$ cat config.mk
export PLATFORM = sky130hd
export DESIGN_NAME = usb_crc_engine
export DESIGN_NICKNAME = d
export VERILOG_FILES = /design/src/rtl/usb_crc_engine.sv
export SDC_FILE = /design/constraint.sdc
export NUM_CORES = 1
export LEC_CHECK = 0
export CAP_MARGIN = 25
export CORE_AREA = 2 2 71 90
export DETAILED_ROUTE_END_ITERATION = 8
export DIE_AREA = 0 0 73 92
export GPL_TIMING_DRIVEN = 0
export PLACE_DENSITY = 0.78
export REMOVE_ABC_BUFFERS = 1
export SYNTH_ARGS = -nofsm -noshare
export SYNTH_HDL_FRONTEND = slang
export SYNTH_SLANG_ARGS = --single-unit
$ cat constraint.sdc
create_clock -name clk -period 3 [get_ports clk]
set_clock_uncertainty 0.05 [all_clocks]
set_input_delay 0.6 -clock clk [delete_from_list [all_inputs] [get_ports clk]]
set_output_delay 0.6 -clock clk [all_outputs]
set_load 0.01 [all_outputs]
$ cat src/rtl/usb_crc_engine.sv
// Parametrised serial CRC generator/checker for USB tokens (CRC5) and data (CRC16).
// Optional length check via `USB_CRC_LENCHK_EN` (adds bit_count/len_err ports).
module usb_crc_engine #(
   parameter int               WIDTH    = 16,
   parameter logic [WIDTH-1:0] POLY     = 16'h8005,
   parameter logic [WIDTH-1:0] SEED     = '1,
   parameter logic [WIDTH-1:0] RESIDUAL = 16'h800D,
   parameter int               CNT_W    = 11
) (
   input  logic             clk,
   input  logic             rst,
   input  logic             start,
   input  logic             mode_chk,
   input  logic             bit_valid,
   input  logic             bit_in,
   input  logic             bit_last,
   input  logic             out_en,
   output logic             crc_out,
   output logic             crc_out_valid,
   output logic [WIDTH-1:0] crc_val,
   output logic             busy,
   output logic             done,
   output logic             crc_ok,
   output logic             crc_err
`ifdef USB_CRC_LENCHK_EN
   ,
   output logic [CNT_W-1:0] bit_count,
   output logic             len_err
`endif
);

   localparam int IW = $clog2(WIDTH + 1);

   typedef enum logic [1:0] {S_IDLE, S_ACCUM, S_EMIT, S_DONE} state_t;

   state_t           state, state_nxt;
   logic [WIDTH-1:0] crc_reg, reg_upd, reg_end, emit_sr;
   logic [IW-1:0]    emit_idx;
   logic             mode_q;
   logic             accum_end, emit_last, ok_nxt;

   assign reg_upd   = {crc_reg[WIDTH-2:0], 1'b0} ^ ((crc_reg[WIDTH-1] ^ bit_in) ? POLY : '0);
   // bit_last without bit_valid closes the packet on the current register
   assign reg_end   = bit_valid ? reg_upd : crc_reg;
   assign accum_end = (state == S_ACCUM) && bit_last && !start;
   assign emit_last = (state == S_EMIT) && out_en && (emit_idx == IW'(WIDTH - 1));

`ifdef USB_CRC_LENCHK_EN
   logic [CNT_W-1:0] cnt_end;
   logic             len_nxt;

   assign cnt_end = (bit_valid && (bit_count != '1)) ? bit_count + 1'b1 : bit_count;
   assign len_nxt = (32'(cnt_end) < WIDTH);
   assign ok_nxt  = (reg_end == RESIDUAL) && !len_nxt;

   always_ff @(posedge clk or posedge rst) begin
      if (rst) begin
         bit_count <= '0;
         len_err   <= 1'b0;
      end else if (start) begin
         bit_count <= '0;
         len_err   <= 1'b0;
      end else if (state == S_ACCUM) begin
         bit_count <= cnt_end;
         if (bit_last && mode_q)
            len_err <= len_nxt;
      end
   end
`else
   assign ok_nxt = (reg_end == RESIDUAL);
`endif

   always_ff @(posedge clk or posedge rst) begin
      if (rst)
         state <= S_IDLE;
      else
         state <= state_nxt;
   end

   always_comb begin
      state_nxt = state;
      case (state)
         S_IDLE:  state_nxt = S_IDLE;
         S_ACCUM: if (accum_end) state_nxt = mode_q ? S_DONE : S_EMIT;
         S_EMIT:  if (emit_last) state_nxt = S_DONE;
         S_DONE:  state_nxt = S_IDLE;
         default: state_nxt = S_IDLE;
      endcase
      // start aborts whatever is in flight, including a pending bit
      if (start)
         state_nxt = S_ACCUM;
   end

   always_ff @(posedge clk or posedge rst) begin
      if (rst) begin
         crc_reg  <= SEED;
         crc_val  <= '0;
         emit_sr  <= '0;
         emit_idx <= '0;
         mode_q   <= 1'b0;
         crc_ok   <= 1'b0;
         crc_err  <= 1'b0;
      end else if (start) begin
         crc_reg  <= SEED;
         mode_q   <= mode_chk;
         emit_idx <= '0;
         crc_ok   <= 1'b0;
         crc_err  <= 1'b0;
      end else begin
         case (state)
            S_ACCUM: begin
               if (bit_valid)
                  crc_reg <= reg_upd;
               if (bit_last) begin
                  crc_val  <= ~reg_end;
                  emit_sr  <= ~reg_end;
                  emit_idx <= '0;
                  if (mode_q) begin
                     crc_ok  <= ok_nxt;
                     crc_err <= !ok_nxt;
                  end
               end
            end
            S_EMIT: begin
               if (out_en) begin
                  emit_sr  <= {emit_sr[WIDTH-2:0], 1'b0};
                  emit_idx <= emit_idx + 1'b1;
               end
            end
            default: ;
         endcase
      end
   end

   assign crc_out       = (state == S_EMIT) && emit_sr[WIDTH-1];
   assign crc_out_valid = (state == S_EMIT) && out_en;
   assign busy          = (state != S_IDLE);
   assign done          = (state == S_DONE);

endmodule

==> summary.md <==
| Metric | Value |
|---|---|
| Status | `completed` |
| Port bufs | `29` |
| CTS tree | `yes` |
| Die height | `92 um` |
| Yosys warnings | `0` |
| Die Width | `73 um` |
| Max Cap Viol | `0` |
| Total iterations of the first detailed-routing run | `4` |
| Worst hold slack | `0.425 ns` |
| Hold depth | `2` |
| Crit-path max FO | `20` |
| RSZ-0062 raised after global routing | `no` |
| Post-synthesis simple-gate area fraction | `0.162` |
| Worst path slowest cell | `clkdlybuf4s50_1` |
| Antenna Nets Post-Route | `0` |
| ANT cells | `0` |
| Most frequent cells in the layout | `dfrtp_1, nor2_1, a21oi_1` |
| Row Count | `32` |
| Area growth from synthesis to layout | `22.1%` |
| Worst skew pair latency | `0.33 ns` |
| IO Pins | `30` |
| Clock transition at path regs | `0.06 ns` |
| DRT iter0 DRCs | `101` |
| Vias per cell | `5.50` |
| DR WL/cell | `14.8 um` |
| Final nets | `326` |
| Die Footprint | `0.00672 mm^2` |
| CP endpoint kind | `output port` |
| Synth Area in Compound Gates | `0.165` |
| Detailed Place HPWL | `approximately 3700 um` |
| Setup violations, final | `0` |
| Synth Register Bits | `58` |
| Critical Path Source Type | `register` |
| Start point of the worst min-delay path | `crc_val[4]` |
| Core Area | `0.00597 mm^2` |
| Mean post-synth cell area | `around 10 um^2` |
| GRT Overall Usage | `0.186` |
| Worst VDD drop | `425 uV` |
| Commonest non-fill, non-tap cell in the layout | `dfrtp_1` |
| Final Wtd Congestion | `0.789` |
| Grt ovf | `0` |
| Multiplexer area fraction after synthesis | `0.0753` |
| Post-Synth XOR/XNOR Area | `0.0153` |
| Clock Path Buffers | `2` |
| Final Core Density | `0.585` |
| Crit path cell chain | `inv_1 > ha_2 > buf_8 > and2_1 > clkdlybuf4s50_1` |
| Launch point of the worst reg-to-reg path | `state[0]` |
| Layout cell share with drive strength beyond 1 | `0.186` |
| Post-Syn Area | `0.00286 mm^2` |
| Cell count after synthesis | `286` |
| Root Buffer | `clkbuf_8` |
| Initial antenna violation count | `0` |
| Clk sinks | `58` |
| RR Endpoint | `emit_sr[10]` |
| Final hold violation count | `0` |
| # DRC | `0` |
| Hold-fix buffers, CTS | `0` |
| Post-layout min period | `between 2 and 3 ns` |
| Via count | `2,117` |
| Main combinational cell family by area after synthesis | `compound AO/OA/AOI/OAI gates` |
| First-pass GRT wire length | `roughly 9500 um` |
| Worst R2R Path Depth | `8` |
| Vias in the first global route | `2,011` |
| Initial cell density of the core | `0.479` |
| Distinct cell type count after synthesis | `39` |
| Routed WL | `5690 um` |
| Power Density | `1040 mW/mm^2` |
| Sequential area share after synthesis | `0.515` |
| Fillers | `473` |
| Final Max Slew Viols | `0` |
| Endpoint, Worst Hold | `crc_val[4]` |
| Biggest cell delay along the critical path | `0.52 ns` |
| Slew headroom | `0.369` |
| Cts bufs inserted | `9` |
| Lkg Pwr | `0.00144 uW` |
| Htree depth | `3` |
| CP arrival | `around 2.1 ns` |
| Worst-margin pin slew | `0.943 ns` |
| R2R Setup Slk | `0.68 ns` |
| Worst min-delay path category | `register to register` |
| Final Cycle Share | `0.931` |
| Adder-cell share of the synthesized area | `0.0263` |
| Critical path required time | `approximately 2.4 ns` |
| Fmax | `around 360 MHz` |
| WS Path Type | `register to output port` |
| Largest net degree at the start of global routing | `34` |
synth_stat cells, drive strengths merged:
| library cell | count | share of area |
|---|---|---|
| a2111oi | 1 | 0.0031 |
| a211o | 15 | 0.046 |
| a21oi | 31 | 0.054 |
| a31oi | 1 | 0.0022 |
| and2 | 2 | 0.0044 |
| and3 | 1 | 0.0022 |
| buf | 9 | 0.018 |
| clkbuf | 11 | 0.014 |
| dfrtp | 42 | 0.37 |
| dfstp | 16 | 0.15 |
| ha | 6 | 0.026 |
| inv | 7 | 0.0092 |
| mux2 | 17 | 0.068 |
| mux2i | 2 | 0.0070 |
| nand2 | 28 | 0.037 |
| nand2b | 2 | 0.0044 |
| nand3 | 3 | 0.0053 |
| nand3b | 2 | 0.0053 |
| nand4b | 1 | 0.0031 |
| nor2 | 31 | 0.041 |
| nor2b | 17 | 0.037 |
| nor3 | 2 | 0.0053 |
| nor3b | 1 | 0.0044 |
| nor4 | 3 | 0.0066 |
| nor4b | 1 | 0.0031 |
| nor4bb | 1 | 0.0035 |
| o2111a | 1 | 0.0039 |
| o211ai | 2 | 0.0053 |
| o21a | 2 | 0.0053 |
| o21ai | 19 | 0.033 |
| o21ba | 1 | 0.0035 |
| o31ai | 2 | 0.0053 |
| o32ai | 1 | 0.0031 |
| xnor2 | 3 | 0.0092 |
| xor2 | 2 | 0.0061 |
worst max-delay path, delay by kind of cell, from the launching register on:
family	cells	cell delay [ns]
and+or+nand+nor	1	0.14
buffers and inverters	3	0.84
adders and majority gates	1	0.43
DFF	1	0.40
report_power, final:
group	switching, uW	total [uW]	leakage [uW]	internal, uW
Clock	307	842	0.000119	534
Combinational	691	1380	0.000623	689
Sequential	224	1400	0.000701	1170
Total	1220	3620	0.00144	2400
cell type report:
class	count	area [um^2]	area share
clock inverters	4	72.6	0.0208
clock buffers	12	165	0.0473
flip-flops and latches	58	1470	0.422
multi-input cells	202	1280	0.368
repair buffers	34	383	0.110
well taps	68	85.1	0.0244
inverters	7	26.3	0.00753
stage by stage:
step | power, uW | instance area [um^2] | setup TNS (ns) | std cells | setup slack, ns
after floorplan | 2230 | 2770 | 0 | 266 | 0.127
after global placement | 2650 | 3140 | -14.34 | 363 | -0.582
after detailed placement | 2780 | 3230 | -3.55 | 367 | -0.359
after CTS | 3650 | 3470 | 0 | 384 | 0.163
after global routing | 3880 | 3490 | 0 | 385 | 0.0428
final | 3620 | 3490 | 0 | 385 | 0.207
logic make-up after synthesis:
group                    count (synthesis)
multiplexers                            19
buffers and inverters                   27
XOR/XNOR                                 5
flip-flops                              58
adder cells (fa/ha/maj)                  6
AO/OA/AOI/OAI                           76
AND/OR/NAND/NOR                         95
per-layer routing:
layer	GRT usage	up-vias	wire, um
li1	-	1051	-
met1	0.243	1012	2540
met2	0.281	48	2870
met3	0.0560	6	231
met4	0.0833	0	40
met5	0	-	0
how the worst max path moves through the flow:
stage | start | slack [ns] | cells past startpoint | to
after detailed placement | start | -0.36 | 3 | emit_sr[0]
after global placement | state[0] | -0.58 | 6 | emit_sr[2]
after CTS | state[0] | 0.16 | 5 | crc_out
after floorplan | state[1] | 0.13 | 6 | emit_sr[15]
final | state[0] | 0.21 | 5 | crc_out
after global routing | state[0] | 0.04 | 5 | crc_out
timing repair:
action                                  CTS  global route
endpoints found under the setup margin    3             0
setup buffers                             0             0
hold endpoints to repair                  0             0
gates resized for setup                   1             0
Note: power is estimated with default switching activity, not from simulation.
